File: config.mk
export PLATFORM = sky130hd
export DESIGN_NAME = sel_minmax_reg
export DESIGN_NICKNAME = d
export VERILOG_FILES = /design/src/rtl/sel_minmax_reg.sv
export SDC_FILE = /design/constraint.sdc
export NUM_CORES = 1
export LEC_CHECK = 0
export ABC_AREA = 0
export ABC_CLOCK_PERIOD_IN_PS = 800
export BUFFER_PORTS_ARGS = -buffer_cell sky130_fd_sc_hd__clkbuf_2
export CORE_MARGIN = 5
export CORE_UTILIZATION = 45
export CTS_CLUSTER_SIZE = 8
export DETAILED_ROUTE_END_ITERATION = 16
export PLACE_DENSITY = 0.71
export SLEW_MARGIN = 10
export SYNTH_ARGS = -nofsm -noshare
export SYNTH_HDL_FRONTEND = slang
export SYNTH_SLANG_ARGS = --single-unit
export TNS_END_PERCENT = 5
File: constraint.sdc
create_clock -name clk -period 0.8 [get_ports clk]
set_input_delay 0 -clock clk [delete_from_list [all_inputs] [get_ports clk]]
set_output_delay 0 -clock clk [all_outputs]
set_load 0.05 [all_outputs]
File: src/rtl/sel_minmax_reg.sv
// rtl/sel_minmax_reg.sv - registered N-way unsigned min/max selector
// Balanced compare tree picks {value, index}; lower index wins ties; one output register stage.
module sel_minmax_reg #(
  parameter int MINMAX_ = 1,
  parameter int IN      = 8,
  parameter int DATA    = 8,
  parameter int ACT     = 1,
  parameter int OUT     = $clog2(IN)
) (
  input  logic                      clk,
  input  logic                      reset,
  input  logic [IN-1:0][DATA-1:0]   in,
  output logic [OUT-1:0]            out_idx,
  output logic [IN-1:0]             out_vec,
  output logic [DATA-1:0]           out
);

  localparam int LVL = $clog2(IN);

  logic [DATA-1:0] tv [LVL+1][IN];
  logic [OUT-1:0]  ti [LVL+1][IN];

  logic [OUT-1:0]  out_idx_d, out_idx_q;
  logic [IN-1:0]   out_vec_d, out_vec_q;
  logic [DATA-1:0] out_d, out_q;
  logic [IN-1:0]   onehot;

  always_comb begin
    int n;
    int r;
    for (int l = 0; l <= LVL; l++) begin
      for (int k = 0; k < IN; k++) begin
        tv[l][k] = '0;
        ti[l][k] = '0;
      end
    end
    for (int k = 0; k < IN; k++) begin
      tv[0][k] = in[k];
      ti[0][k] = OUT'(k);
    end
    n = IN;
    r = 0;
    // Left child always holds the lower indices, so it wins unless the right is strictly better.
    for (int l = 1; l <= LVL; l++) begin
      for (int j = 0; j < (IN + 1) / 2; j++) begin
        r = (2 * j + 1 < IN) ? 2 * j + 1 : 2 * j;
        if (2 * j + 1 < n) begin
          if ((MINMAX_ != 0) ? (tv[l-1][r] < tv[l-1][2*j]) : (tv[l-1][r] > tv[l-1][2*j])) begin
            tv[l][j] = tv[l-1][r];
            ti[l][j] = ti[l-1][r];
          end else begin
            tv[l][j] = tv[l-1][2*j];
            ti[l][j] = ti[l-1][2*j];
          end
        end else if (2 * j < n) begin
          tv[l][j] = tv[l-1][2*j];
          ti[l][j] = ti[l-1][2*j];
        end
      end
      n = (n + 1) / 2;
    end
  end

  always_comb begin
    onehot = '0;
    for (int k = 0; k < IN; k++) begin
      onehot[k] = (ti[LVL][0] == OUT'(k));
    end
    out_idx_d = ti[LVL][0];
    out_d     = tv[LVL][0];
    out_vec_d = (ACT != 0) ? onehot : ~onehot;
  end

  always_ff @(posedge clk or posedge reset) begin
    if (reset) begin
      out_idx_q <= '0;
      out_q     <= '0;
      out_vec_q <= (ACT != 0) ? '0 : '1;
    end else begin
      out_idx_q <= out_idx_d;
      out_q     <= out_d;
      out_vec_q <= out_vec_d;
    end
  end

  assign out_idx = out_idx_q;
  assign out_vec = out_vec_q;
  assign out     = out_q;

endmodule

==> results.sh <==
export IMPL_grt_pass1_wl_um=18570
export IMPL_finalHoldViolCount=0
export IMPL_async_reset_ff_share_pct=100.0
export IMPL_netlist_area_mm2=0.002631
export IMPL_fp_dieH_um=86.47
export IMPL_wl_per_cell_um=24.74
export IMPL_cpLargestDelayFamily="compound AO/OA/AOI/OAI gates"
export IMPL_crit_required_ps=910
export IMPL_cts_max_path_buffers=2
export IMPL_critical_path_class="primary input to flip-flop"
export IMPL_nets=667
export IMPL_violations="setup timing"
export IMPL_htree_levels=1
export IMPL_syn_avg_cell_area_um2=8.146
export IMPL_dp_hpwl_um=6837
export IMPL_post_route_drc_count=0
export IMPL_period_share_pct=618.5
export IMPL_irDropWorstVdd_mv=2.486
export IMPL_vias=4084
export IMPL_synth_area_leaders="ha_1 23%, dfrtp_1 18%, inv_1 7.8%, mux2i_1 7.6%, a21o_1 4.0%"
export IMPL_routed_via_density=6.545
export IMPL_die_w_um=86.47
export IMPL_max_cap_violations=0
export IMPL_tightestPinTransition_ps=570.0
export IMPL_hold_path_class="primary input to asynchronous set/reset pin"
export IMPL_cts_tree="done"
export IMPL_power_leakage_nw=2.649
export IMPL_drtIter0Drc=532
export IMPL_rsz0062_at_grt="true"
export IMPL_worstPathMaxFanout=6
export IMPL_synth_most_common_cell="inv_1"
export IMPL_antennaDiodeCount=0
export IMPL_cpPeakStageDelay_ps=510
export IMPL_slew_headroom_pct=61.71
export IMPL_ys_ff_latch=19
export IMPL_start_util_pct=46.92
export IMPL_fin_ws_ps=-4148
export IMPL_row_count=27
export IMPL_cts_buffers=3
export IMPL_critPathLaunchType="primary input"
export IMPL_synth_edf_count=0
export IMPL_die_area_mm2=0.007476
export IMPL_syn_nets=437
export IMPL_grt_max_degree=20
export IMPL_synth_seq_area_share_pct=18.07
export IMPL_startpoint="in[36]"
export IMPL_cts_root_buf="clkbuf_8"
export IMPL_core_mm2=0.005608
export IMPL_drt_total_wl_um=15440
export IMPL_drt_pre_antenna_iters=7
export IMPL_critPathArrivalTime_ps=5060
export IMPL_synthFlopType="dfrtp_1"
export IMPL_gp_congestion=0.8636
export IMPL_powerDensity_mw_per_mm2=2849
export IMPL_drv_slew=0
export IMPL_yosysTopAreaCell="ha_1"
export IMPL_filler_cell_count=213
export IMPL_drive_gt1_share_pct=59.06
export IMPL_fmax_mhz=202.1
export IMPL_io_buffers=84
export IMPL_synth_top_area_share_pct=22.82
export IMPL_areaGrowthSynthToFinish_pct=90.01
export IMPL_status="finished, violations left"
export IMPL_path_clk_slew_ps=80
export IMPL_ys_warn_count=0
export IMPL_grt_overflow=0
export IMPL_post_dp_cell_area_mm2=0.003993
export IMPL_antenna_found_initial=0
export IMPL_ys_types=48
export IMPL_track_usage_pct=31.31
export IMPL_finalInstanceArea_mm2=0.005000
export IMPL_final_antenna_net_count=0
export IMPL_grt_pass1_vias=3798
export IMPL_finalSetupViolCount=38
export IMPL_crit_buf_inv=7
export IMPL_cp_end_kind="flip-flop"
export IMPL_synthCells=323
export IMPL_slowest_stage="nor3_1"
export IMPL_fin_setup_tns_ps=-73310
export IMPL_cts_num_sinks=19
export IMPL_pin_count=85
export IMPL_yosys_top_cells_count="55 x inv_1, 48 x ha_1, 25 x nand2_1"
export IMPL_period_needed_ps=4948
## routing by layer
metal	vias up	global-route usage, %	routed length, um
met2	424	57.51	7055
li1	1626	-	-
met5	-	0	0
met4	0	16.86	1617
met1	1852	34.97	5083
met3	182	3.422	1684
## power by group
group | internal (W) | leakage (nW) | total, W | switching (W)
registers | 0.00139 | 0.234 | 0.00173 | 0.000339
logic | 0.00527 | 2.39 | 0.0118 | 0.00655
clock network | 0.000348 | 0.0255 | 0.000698 | 0.000351
## cells by family after synthesis
group	Yosys count	synth area share, %
compound gates	84	23.92
fa+ha+maj	48	22.82
buf+inv	64	9.320
flops	19	18.07
mux	29	11.46
simple gates	79	14.41
## area by class of cell
type	count	area [um^2]	share of cell area (%)
clock buffer	3	41.29	0.8258
clock inverter	1	5.005	0.1001
inverter	56	220.2	4.404
multi-input combinational	242	2401	48.02
sequential	19	475.5	9.510
tap	72	90.09	1.802
timing repair buffer	231	1767	35.34
## what timing repair did
action | CTS | global route
pin swaps | 36 | 18
hold buffers | 1 | 0
resized for setup | 98 | 71
cloned | 2 | 0
setup buffers | 25 | 11
hold endpoints to repair | 19 | 0
setup endpoints to repair | 38 | 38
## stage by stage
stage	cells	utilization, %	worst slack [ps]	hold slack, ps	total power [W]
2_1_floorplan	323	-	-3761	-48.87	0.006417
3_3_place_gp	582	71.20	-3615	2.560	0.008784
3_5_place_dp	582	71.20	-3901	13.94	0.009011
4_1_cts	614	83.27	-3338	287.6	0.01146
5_1_grt	624	89.16	-4247	334.5	0.01468
6_report	624	89.16	-4148	288.7	0.01424
## state kept, by name, indices dropped and copies added (netlist names)
name / count
out: 8
out_idx: 3
out_vec: 8
## worst paths after layout
path	slack, ps	to	cells after the start
worst max-delay path	-4150	out_idx[0]	25
worst min-delay path	290	out[0]	4
max in group asynchronous	300	out_vec[5]	4
min in group clk	440	out[7]	5
## cell usage in the layout (no fill, tap or decap), types with 5 or more instances in the layout
cell / Yosys / routed
buf_4: 1 / 135
clkbuf_2: 0 / 64
inv_1: 55 / 44
ha_1: 48 / 31
nand2_1: 25 / 23
dfrtp_1: 19 / 19
buf_8: 0 / 19
a21o_1: 14 / 14
nor2_1: 17 / 13
mux2i_1: 20 / 11
buf_6: 0 / 11
ha_4: 0 / 10
inv_2: 1 / 9
o21ai_0: 21 / 8
o21ai_2: 1 / 8
o21ai_1: 1 / 7
mux2i_4: 0 / 7
ha_2: 0 / 7
a21oi_1: 12 / 6
nand3_1: 6 / 6
mux2_4: 0 / 6
nand2b_1: 5 / 5
nand4_1: 5 / 5
o221ai_1: 7 / 5
No activity file was read; power rests on OpenSTA's default activity.
